## config.mk

```make
export PLATFORM = sky130hd
export DESIGN_NAME = fetch_buffered
export DESIGN_NICKNAME = d
export VERILOG_FILES = /design/src/rtl/fetch_buffered.sv
export SDC_FILE = /design/constraint.sdc
export NUM_CORES = 1
export LEC_CHECK = 0
export BUFFER_PORTS_ARGS = -buffer_cell sky130_fd_sc_hd__buf_2
export CORE_ASPECT_RATIO = 1.75
export CORE_MARGIN = 4
export CORE_UTILIZATION = 40
export CTS_CLUSTER_SIZE = 14
export DETAILED_ROUTE_END_ITERATION = 10
export GPL_TIMING_DRIVEN = 0
export PLACE_DENSITY = 0.56
export SYNTH_ARGS = -nofsm -noshare
export SYNTH_HDL_FRONTEND = slang
export SYNTH_SLANG_ARGS = --single-unit
```

## constraint.sdc

```tcl
create_clock -name clk_in -period 8 [get_ports clk_in]
set_input_delay 0.8 -clock clk_in [delete_from_list [all_inputs] [get_ports clk_in]]
set_output_delay 0.8 -clock clk_in [all_outputs]
set_load 0.01 [all_outputs]
```

## src/rtl/fetch_buffered.sv

```systemverilog
`default_nettype none
// +----------------------------------------------------------------------------+
// | fetch_buffered                                                             |
// | Sequential instruction fetch into a small {pc, inst} FIFO with redirect.   |
// | Revision: 1.0                                                              |
// +----------------------------------------------------------------------------+
module fetch_buffered #(
  parameter int                    ADDR_WIDTH = 32,
  parameter int                    DATA_WIDTH = 32,
  parameter logic [ADDR_WIDTH-1:0] RESET_PC   = 32'h80020000,
  parameter int                    DEPTH      = 4,
  parameter int                    PC_STEP    = 4
) (
  input  logic                       clk_in,
  input  logic                       rst_n_in,
  input  logic                       stall_in,
  input  logic                       redirect_in,
  input  logic [ADDR_WIDTH-1:0]      redirect_pc_in,
  output logic                       mem_req_out,
  output logic [ADDR_WIDTH-1:0]      mem_addr_out,
  output logic                       rw_out,
  output logic [1:0]                 access_size_out,
  input  logic [DATA_WIDTH-1:0]      mem_data_in,
  output logic                       inst_valid_out,
  output logic [DATA_WIDTH-1:0]      inst_out,
  output logic [ADDR_WIDTH-1:0]      pc_out,
  output logic [$clog2(DEPTH):0]     count_out
);

  localparam int                    c_ptr_w   = $clog2(DEPTH);
  localparam int                    c_cnt_w   = c_ptr_w + 1;
  localparam logic [c_cnt_w-1:0]    c_depth   = c_cnt_w'(DEPTH);
  localparam logic [ADDR_WIDTH-1:0] c_pc_step = ADDR_WIDTH'(PC_STEP);
  localparam logic [c_ptr_w-1:0]    c_ptr_one = c_ptr_w'(1);
  localparam logic [c_cnt_w-1:0]    c_cnt_one = c_cnt_w'(1);

  logic [ADDR_WIDTH-1:0] r_fetch_pc;
  logic [ADDR_WIDTH-1:0] r_req_addr;
  logic                  r_inflight;
  logic [c_ptr_w-1:0]    r_rd_ptr;
  logic [c_ptr_w-1:0]    r_wr_ptr;
  logic [c_cnt_w-1:0]    r_count;
  logic [ADDR_WIDTH-1:0] r_pc_mem   [DEPTH];
  logic [DATA_WIDTH-1:0] r_inst_mem [DEPTH];

  logic [c_cnt_w-1:0]    w_occupancy;
  logic                  w_issue;
  logic                  w_push;
  logic                  w_pop;

  // An outstanding request reserves a slot, so the FIFO can never overflow.
  assign w_occupancy = r_count + {{c_ptr_w{1'b0}}, r_inflight};
  assign w_issue     = rst_n_in & ~redirect_in & (w_occupancy < c_depth);
  assign w_push      = r_inflight & ~redirect_in;
  assign w_pop       = (r_count != '0) & ~stall_in;

  always_ff @(posedge clk_in) begin
    if (!rst_n_in) begin
      r_fetch_pc <= RESET_PC;
      r_req_addr <= '0;
      r_inflight <= 1'b0;
      r_rd_ptr   <= '0;
      r_wr_ptr   <= '0;
      r_count    <= '0;
    end else if (redirect_in) begin
      r_fetch_pc <= {redirect_pc_in[ADDR_WIDTH-1:2], 2'b00};
      r_inflight <= 1'b0;
      r_rd_ptr   <= '0;
      r_wr_ptr   <= '0;
      r_count    <= '0;
    end else begin
      r_inflight <= w_issue;
      if (w_issue) begin
        r_req_addr <= r_fetch_pc;
        r_fetch_pc <= r_fetch_pc + c_pc_step;
      end
      if (w_push) begin
        r_wr_ptr <= r_wr_ptr + c_ptr_one;
      end
      if (w_pop) begin
        r_rd_ptr <= r_rd_ptr + c_ptr_one;
      end
      case ({w_push, w_pop})
        2'b10:   r_count <= r_count + c_cnt_one;
        2'b01:   r_count <= r_count - c_cnt_one;
        default: r_count <= r_count;
      endcase
    end
  end

  always_ff @(posedge clk_in) begin
    if (!rst_n_in) begin
      for (int i = 0; i < DEPTH; i++) begin
        r_pc_mem[i]   <= '0;
        r_inst_mem[i] <= '0;
      end
    end else if (w_push) begin
      r_pc_mem[r_wr_ptr]   <= r_req_addr;
      r_inst_mem[r_wr_ptr] <= mem_data_in;
    end
  end

  assign mem_req_out     = w_issue;
  assign mem_addr_out    = r_fetch_pc;
  assign rw_out          = 1'b0;
  assign access_size_out = 2'b10;
  assign inst_valid_out  = (r_count != '0);
  assign inst_out        = r_inst_mem[r_rd_ptr];
  assign pc_out          = r_pc_mem[r_rd_ptr];
  assign count_out       = r_count;

endmodule
`default_nettype wire

```

==> impl_metrics.tcl <==
set metrics [dict create \
    syn_to_final_growth_pct 19.2 \
    synth_top_area_share_pct 54.5 \
    timing.critical_path.buf_inv 5 \
    synth_edf_count 248 \
    worstSkewPairLatency_ps 570 \
    die-area_mm2 0.0373 \
    rsz0062_at_grt "no" \
    routedWlPerCell_um 20.9 \
    cp_data_required_time_ps 7200 \
    clk_pin_slew_worst_paths_ps 70 \
    clock_path_buffers 3 \
    grt_overflow_total 0 \
    synth_ff_type "edfxtp_1" \
    syn_area_per_cell_um2 13.3 \
    ff_latch_area_mm2 0.00885 \
    ff2ff_setup_slack_ps 4940 \
    crit_chain "and3_1, clkbuf_1, mux2i_2, inv_1, buf_2, clkbuf_1, buf_2" \
    ys_top_cells_by_count "248 x edfxtp_1, 100 x and2_1, 91 x nand2_1" \
    cts_htree_levels 1 \
    final_nets 1306 \
    drt-initial-drc-count 422 \
    drive_gt1_share_pct 24.5 \
    maxCapViolCount 0 \
    reg2reg_from "r_inflight$_SDFF_PP0_" \
    cts_buffers 30 \
    async_flop_share_pct 0 \
    cts_resized 0 \
    dp_slack_ps 3870 \
    postSynthCellCount 1029 \
    cp-start-kind "flop" \
    ant_nets 0 \
    hold_class "input port to flop" \
    grt_pass1_wl_um 55200 \
    criticalPathCategory "flop to output port" \
    drcViolationCount 0 \
    initial_core_util_pct 40.5 \
    num_rows 89 \
    cts.sinks 318 \
    gp_congestion 0.891 \
    yosysSeqAreaShare_pct 64.7 \
    crit_path_start "count_out[0]$_SDFFE_PP0P_" \
    tightest_slew_ps 1230 \
    gr-usage-all-layers_pct 19.3 \
    fin_util_pct 48.3 \
    leakagePower_nw 5.97 \
    core_region_area_mm2 0.0337 \
    max_freq_ghz 0.273 \
    relSlewSlack_pct 18.0 \
    crit_arrival_ps 2860 \
    fillers 3030 \
    die_height_um 253 \
    synth-seq-cells 318 \
    cts_tree "built" \
    antenna_cells 0 \
    vdd_drop_max_uv 164 \
    cts-root-buf "clkbuf_16" \
    wirelength_um 35900 \
    multi_input_area_mm2 0.00449 \
    crit_end "mem_req_out" \
    grt_max_degree 39 \
    io_pins 172 \
    critical-path-max-stage-delay_ps 630 \
    setup_ws_ps 4340 \
    total_power_mw 3.56 \
    synth.distinct_cells 55 \
    dr_total_vias 8925 \
    syn-cell-area_mm2 0.0137 \
    yosysMostFrequentCell "edfxtp_1" \
    grt_pass1_vias 9503 \
    ys_warn_count 0 \
    path_delay_family "buffers and inverters" \
    timing.setup.tns_ps 0 \
    dpl.hpwl_um 25100 \
    setup_viol 0 \
    crit_path_max_fanout 10 \
    cellPowerDensity_mw_per_mm2 218 \
    finalMaxSlewViolations 0 \
    cts_hold_buf 0 \
    drt_first_pass_iters 4 \
    synth_area_leader_cell "edfxtp_1" \
    r2r_end "r_inst_mem[1][15]$_SDFFCE_PN0P_" \
    period_minus_slack_ps 3660 \
    fin_hold_ws_ps 457 \
    synth_area_leaders "edfxtp_1 54%, dfxtp_1 10%, mux4_2 10%" \
    hold_violations 0 \
    r2r_cells 8 \
    antenna_found_initial 0 \
    outcome "finished clean" \
    fin_skew_ps 27.3 \
    postCtsSetupBuffers 0 \
    cp_slowest_cell "mux2i_2" \
    worstSetupEndpointType "output port" \
    die_w_um 148 \
    post_drt_via_cell_ratio 5.21 \
    fin_crit_sh_pct 45.8 \
    port_buffers 161 \
    cp_num_cells 7 \
]
==> worst reg2reg max path: stages, from the launching register on <==
cell      delay [ps]
dfxtp_1          390
nor2b_1          150
clkbuf_1         410
inv_2            180
clkbuf_1         350
o21ai_4          640
buf_16           250
buf_16           180
buf_12           200
==> state kept, by name (all words and copies together), names as in the netlist, named ones only <==
signal / flops
count_out: 3
mem_addr_out: 30
r_inflight: 1
r_inst_mem: 128
r_pc_mem: 120
r_rd_ptr: 2
r_req_addr: 30
r_wr_ptr: 2
==> worst min path at each step <==
stage,end,from,cells past startpoint
6_report,mem_addr_out[17]$_SDFFE_PN1P_,redirect_pc_in[17],3
5_1_grt,mem_addr_out[17]$_SDFFE_PN1P_,redirect_pc_in[17],3
4_1_cts,mem_addr_out[17]$_SDFFE_PN1P_,redirect_pc_in[17],3
3_5_place_dp,flop,r_rd_ptr[1]$_SDFFE_PP0P_,2
3_3_place_gp,r_rd_ptr[1]$_SDFFE_PP0P_,r_rd_ptr[1]$_SDFFE_PP0P_,2
2_1_floorplan,r_req_addr[2]$_SDFFE_PN0P_,r_req_addr[2]$_SDFFE_PN0P_,2
==> kinds of logic after synthesis <==
logic type	synth area share, %
compound gates	3.96
xor+xnor	1.15
fa+ha+maj	0.329
buf+inv	2.91
flops	64.7
mux	10.5
other cells	0.0549
simple gates	16.4
==> cells in the final DEF, fill, tap and decap left out, types with 3 or more instances in the layout <==
cell type  netlist  final
a21oi_1         26     26
a31oi_1          5      5
and2_1         100    100
and3_1          43     43
and4_1           5      5
buf_12           0      3
buf_16           0      5
buf_2            9    170
buf_4            7      7
clkbuf_1        63     70
clkbuf_16        0     33
clkbuf_8         0      4
clkinv_2         0      6
conb_1           2      7
dfxtp_1         70     70
edfxtp_1       248    248
inv_1           10     10
mux4_2          62     62
nand2_1         91     89
nand2b_1         3      3
nand3_1         17     17
nand4_1          7      7
nor2_1          75     75
nor2b_1          4      4
nor3_1          65     65
nor4_1           7      7
o211ai_1         4      4
o21ai_0         42     40
o311ai_0         3      3
or3_1            6      6
or4_1            3      3
xnor2_1         11     11
xor2_1           7      7
==> per-stage QoR <==
step	area [µm²]	std cells
after floorplan	13700	1034
after global placement	15100	1650
after detailed placement	15300	1658
after CTS	16300	1714
after global routing	16300	1714
final	16300	1714
==> per-layer routing <==
metal  global-route usage, %  share of wire, %
met5                       0                 0
met4                    7.36               3.3
met1                    21.4                37
met2                    36.9                55
met3                    2.69               4.8
==> where the power goes <==
part           switching (mW)  total, mW  internal [mW]  leakage, nW
sequential             0.0331       1.88           1.85         3.13
clock                   0.618       1.44          0.824        0.497
combinational           0.148      0.238         0.0901         2.34
==> cell type report <==
type / count / share of cell area, %
clock buffers: 46 / 5.63
repair buffers: 169 / 6.15
well taps: 455 / 3.49
flip-flops and latches: 318 / 54.3
inverters: 12 / 0.276
plain buffers: 82 / 2.16
clock inverters: 10 / 0.506
multi-input cells: 622 / 27.5
(Power assumes the default switching activity.)
